$ cat config.mk
export PLATFORM = sky130hd
export DESIGN_NAME = parity_serial_tx
export DESIGN_NICKNAME = d
export VERILOG_FILES = /design/src/rtl/parity_serial_tx.sv
export SDC_FILE = /design/constraint.sdc
export NUM_CORES = 1
export LEC_CHECK = 0
export BUFFER_PORTS_ARGS = -buffer_cell sky130_fd_sc_hd__buf_4
export CAP_MARGIN = 20
export CELL_PAD_IN_SITES_DETAIL_PLACEMENT = 0
export CELL_PAD_IN_SITES_GLOBAL_PLACEMENT = 1
export CORE_ASPECT_RATIO = 0.6
export CORE_MARGIN = 2
export CORE_UTILIZATION = 45
export DETAILED_ROUTE_END_ITERATION = 10
export MAX_ROUTING_LAYER = met4
export PLACE_DENSITY_LB_ADDON = 0.25
export SYNTH_ARGS = -nofsm -noshare
export SYNTH_HDL_FRONTEND = slang
export SYNTH_SLANG_ARGS = --single-unit
$ cat constraint.sdc
create_clock -name clk -period 1.85 [get_ports clk]
set_input_delay 0.37 -clock clk [delete_from_list [all_inputs] [get_ports clk]]
set_output_delay 0.37 -clock clk [all_outputs]
set_load 0.02 [all_outputs]
$ cat src/rtl/parity_serial_tx.sv
// rtl/parity_serial_tx.sv - byte serializer: start, 8 data bits LSB first, parity, stop
module parity_serial_tx #(
  parameter int CLKS_PER_BIT = 4,
  parameter int ODD_PARITY   = 0
) (
  input  logic       clk,
  input  logic       rst,
  input  logic [7:0] data_in,
  input  logic       load,
  output logic       ready,
  output logic       tx,
  output logic       busy,
  output logic       done,
  output logic       parity_out
);

  typedef enum logic [2:0] {IDLE, START, DATA, PARITY, STOP} state_t;

  localparam logic [7:0] LAST_CNT = 8'(CLKS_PER_BIT - 1);
  localparam logic       PAR_INV  = (ODD_PARITY != 0);

  state_t     state_q;
  logic [7:0] cnt_q;
  logic [2:0] bit_q;
  logic [7:0] shreg_q;
  logic       tx_q;
  logic       busy_q;
  logic       done_q;
  logic       ready_q;
  logic       parity_q;
  logic       bit_end;

  assign bit_end = (cnt_q == LAST_CNT);

  always_ff @(posedge clk or posedge rst) begin
    if (rst) begin
      state_q  <= IDLE;
      cnt_q    <= '0;
      bit_q    <= '0;
      shreg_q  <= '0;
      tx_q     <= 1'b1;
      busy_q   <= 1'b0;
      done_q   <= 1'b0;
      ready_q  <= 1'b1;
      parity_q <= 1'b0;
    end else begin
      done_q <= 1'b0;
      if (state_q != IDLE) cnt_q <= bit_end ? 8'd0 : cnt_q + 8'd1;
      case (state_q)
        IDLE: begin
          if (load) begin
            shreg_q  <= data_in;
            parity_q <= (^data_in) ^ PAR_INV;
            cnt_q    <= '0;
            bit_q    <= '0;
            tx_q     <= 1'b0;
            busy_q   <= 1'b1;
            ready_q  <= 1'b0;
            state_q  <= START;
          end
        end
        START: begin
          if (bit_end) begin
            tx_q    <= shreg_q[0];
            state_q <= DATA;
          end
        end
        DATA: begin
          // shreg_q[0] is the bit on the line; shift so the next one moves into place
          if (bit_end) begin
            if (bit_q == 3'd7) begin
              tx_q    <= parity_q;
              state_q <= PARITY;
            end else begin
              bit_q   <= bit_q + 3'd1;
              shreg_q <= {1'b0, shreg_q[7:1]};
              tx_q    <= shreg_q[1];
            end
          end
        end
        PARITY: begin
          if (bit_end) begin
            tx_q    <= 1'b1;
            state_q <= STOP;
          end
        end
        STOP: begin
          if (bit_end) begin
            busy_q  <= 1'b0;
            ready_q <= 1'b1;
            done_q  <= 1'b1;
            state_q <= IDLE;
          end
        end
        default: state_q <= IDLE;
      endcase
    end
  end

  assign tx         = tx_q;
  assign busy       = busy_q;
  assign done       = done_q;
  assign ready      = ready_q;
  assign parity_out = parity_q;

endmodule
==> impl.org <==
** Synthesis
- When the netlist entered floorplanning its net count stood at 156.
- Yosys mapped the design onto 34 distinct sky130hd cell types.
- Synth Register Bits :: 27
- XOR/XNOR share of the synthesized area :: 5.228%
- Synthesized-area fraction occupied by adder cells :: 2.490%
- Counting flops with an async set or reset pin after synthesis yields a share of 100.0%.
- Cell area after technology mapping :: 1508 um2
- By area, the combinational part of the netlist is dominated by simple AND/OR/NAND/NOR gates.
- Most used standard cells in the synthesized netlist :: 25 x dfrtp_1, 15 x nand2_1, 10 x inv_1
- Top cell type's share of synthesized area :: 41.49%
- Summing the areas of all and, or, nand and nor instances in the mapped netlist gives 16.10% of the synthesized area.
- Synthesized-area fraction occupied by ao, oa, aoi and oai cells :: 11.70%
- Ys flop type :: dfrtp_1
- Synthesis produced a netlist whose cell count is 142.
- Number of enable flip-flop cells after synthesis :: 0
- The synthesized design spends more area on one cell type than any other, namely dfrtp_1.
- Most repeated cell in the gate-level netlist after synthesis :: dfrtp_1
- Post-synthesis mux area share :: 14.69%
- Sequential fraction of the synthesis area :: 44.98%
- In this run the mean area of a mapped cell was 10.62 um2.
- Yosys printed 0 warnings.
- After synthesis, the cell types taking the most area are dfrtp_1 41%, mux2_2 6.7%, mux2_4 6.0%.

** Power and ir drop
- Power density cells :: 695.7 nW/um2
- Combinational cell fraction of total power :: 22.1%
- The completed layout was analyzed and its total power is 1318 uW.
- The worst-case IR drop observed on VDD is 0.3851 mV.
- Sw Share :: 26.79%
- Net Switching :: 353.1 uW
- Leakage :: 0.0008798 uW
- In this run, flip-flops and latches consume 52.0% of the power.
- Internal power comes to 964.8 uW.
- Clock power frac :: 25.9%

** Timing
- The worst path in the final design needs a cycle of 1.790 ns, including I/O delays and setup.
- Final Slew Violations :: 0
- The number of failing hold endpoints at the final stage came to 0.
- Static timing analysis puts the maximum clock frequency at 0.5587 GHz.
- Headroom to the max-slew limit came out at 76.70%.
- Setup violations remaining at the end of the flow were counted as 0.
- Setup clock skew after layout :: 0.006692 ns
- Least-Margin Pin Slew :: 0.3495 ns
- Of the available clock period, the critical path in the final layout requires 96.76%.

** Placement
- The congestion estimate from routability-driven global placement came to 0.8911.
- Input and output buffers added on the ports amount to 15.
- HPWL after detailed placement :: 2.393 mm
- Cell Area, Placed :: 1789 um2

** Layout
- Cells with a size suffix above 1 make up 36.72% of the layout.
- Number of diodes added for antenna fixing :: 0
- The sequential cells in the finished layout cover a total of 678.2 um2.
- The area growth from synthesis to layout is 25.64%.
- Number of nets in the finished design :: 192
- Area of the multi-input gates :: 784.5 um2
- Cells fill 58.77% of the core in the end.
- With fillers left out, the area of the finished cells amounts to 1894 um2.
- Filler Cell Count :: 265

** Setup path
- Data on the critical path is required at its endpoint by 2.01 ns.
- The worst setup path is captured at a flop.
- The worst setup path is of the reg -> reg kind.
- Measured in cells, the most critical reg-to-reg path has a length of 7.
- Along the worst path, the maximum fanout reaches 6.
- STA puts the critical path data arrival time at 1.95 ns.
- Slowest stage cell, crit path :: dfrtp_1
- CP Cell Sequence :: ha_1 -> ha_2 -> inv_2 -> a21oi_1 -> a21oi_4 -> buf_12 -> mux2_2
- Critical path's largest stage delay :: 0.39 ns
- The worst setup path is launched from a flop.

** Route
- In the final routed layout, each cell accounts on average for 14.80 um.
- After the first detailed-routing iteration, the DRC count stood at 62.
- Final routed wirelength across all metal layers :: 3.286 mm
- Initial DRT Pass Iterations :: 4
- # DRC :: 0
- The detailed router placed 1135 vias in this run.
- In this run the remaining antenna-violating nets after routing total 0.
- Avg Vias per Cell :: 5.113

** Clock tree
- Clock buffers created by TritonCTS :: 3
- Clock slew at reported path FFs :: 0.10 ns
- TritonCTS clock tree :: yes
- The cell sitting at the root of the clock tree is a clkbuf_8.
- Latest clock arrival within the worst-skew pair :: 0.27 ns
- Clock tree synthesis found a total of 27 sinks.
- The longest clock path from root to sink contains 2 buffers.
- CTS H-tree lvls :: 1

** Die
- Die Span Y :: 48.84 um
- In this run the core area contains 16 standard-cell rows.
- From left edge to right edge, the die measures 78.73 um.
- For this configuration, the core starts out at a cell density of 46.78%.
- Core Box Area :: 3223 um2
- For this design the top-level I/O count stands at 16.
- The die covers 3845 um2.

** Run status
- Run status :: finished clean

** Min path
- Classification of the worst-slack hold path :: in -> async

** GRT
- After global routing the overflow that remains totals 0.
- Entering global routing, the biggest net connects 28 pins.
- The number of antenna violations at the first check in global routing is 0.
- The number of global-route vias before repair came to 1150.
- In the global route stage, overall resource usage came out at 19.19%.
- Global-route wire length before repair :: 5.499 mm

** Flow run
- # Max-Cap Violations :: 0
-- path summary, 6_finish.rpt --
check / start / endpoint / slack [ns]
min in group clk: data_in[7] / shreg_q[7]$_DFFE_PP0P_ / 0.31
setup / recovery: bit_q[0]$_DFFE_PP0P_ / shreg_q[3]$_DFFE_PP0P_ / 0.06
setup reg to reg: bit_q[0]$_DFFE_PP0P_ / shreg_q[3]$_DFFE_PP0P_ / 0.06
hold reg to reg: ready$_DFFE_PP1P_ / ready$_DFFE_PP1P_ / 0.47
hold / removal: rst / busy$_DFFE_PP0P_ / 0.15
max in group asynchronous: rst / tx$_DFFE_PP1P_ / 1.40
-- per-layer routing --
metal	vias to the layer above	track usage [%]	wire length, um
li1	571	-	-
met1	542	28.30	1717
met2	20	27.21	1416
met3	2	5.000	139
met4	0	2.924	12
met5	-	-	0
-- kinds of logic (layout without fill, tap and decap cells) --
logic type	Yosys count	count (layout)
fa+ha+maj	3	3
buf+inv	14	49
mux	18	18
flops	27	27
xor+xnor	9	9
simple gates	43	43
compound gates	28	28
-- cell usage in the layout (no fill, tap or decap), drive strengths merged, types with 3 or more instances in the layout --
| master | n |
|---|---|
| ha | 3 |
| nand3 | 6 |
| o21ai | 6 |
| nor3 | 3 |
| inv | 10 |
| nor3b | 3 |
| clkbuf | 5 |
| nor2 | 6 |
| a21o | 4 |
| nand2 | 15 |
| buf | 34 |
| a21oi | 10 |
| xnor2 | 9 |
| mux2 | 15 |
| mux2i | 3 |
| dfrtp | 25 |
-- area by class of cell --
cell class	count	share of cell area [%]
clock buffers	4	2.378
inverters	10	1.982
repair buffers	35	15.46
multi-input cells	101	41.41
well taps	45	2.972
flip-flops and latches	27	35.80
-- registers in the layout, summed over array words and instances, names as in the netlist --
register	cells
cnt_q	8
shreg_q	8
bit_q	3
state_q	3
busy	1
done	1
parity_out	1
ready	1
tx	1
-- metrics by stage --
step	std cells	hold slack, ns	setup WS (ns)	TNS [ns]
6_report	222	0.1491	0.06003	0
5_1_grt	222	0.1949	-0.02127	-0.02127
4_1_cts	220	0.1622	0.02230	0
3_5_place_dp	216	0.4536	0.07925	0
3_3_place_gp	216	0.4475	0.1333	0
2_1_floorplan	142	0.4212	0.1542	0
-- what timing repair did --
item / in CTS / in global routing
gates resized for setup: 0 / 7
setup endpoints to repair: 0 / 11
hold buffers: 0 / 0
buffers inserted: 0 / 1
-- power groups by stage --
stage / Combinational, uW / Sequential (uW) / Clock [uW]
floorplan: 188 / 690 / 0
global route: 323 / 693 / 376
CTS: 275 / 685 / 345
global placement: 268 / 693 / 0
detailed placement: 274 / 696 / 0
finish: 292 / 685 / 341
-- critical path: cells and delay by family (launching register included) --
family | cells | cell delay (ns)
AO/OA/AOI/OAI | 2 | 0.31
adder cells (fa/ha/maj) | 2 | 0.42
buffers and inverters | 2 | 0.24
flip-flops | 1 | 0.39
multiplexers | 1 | 0.32
Note: power is estimated with default switching activity, not from simulation.
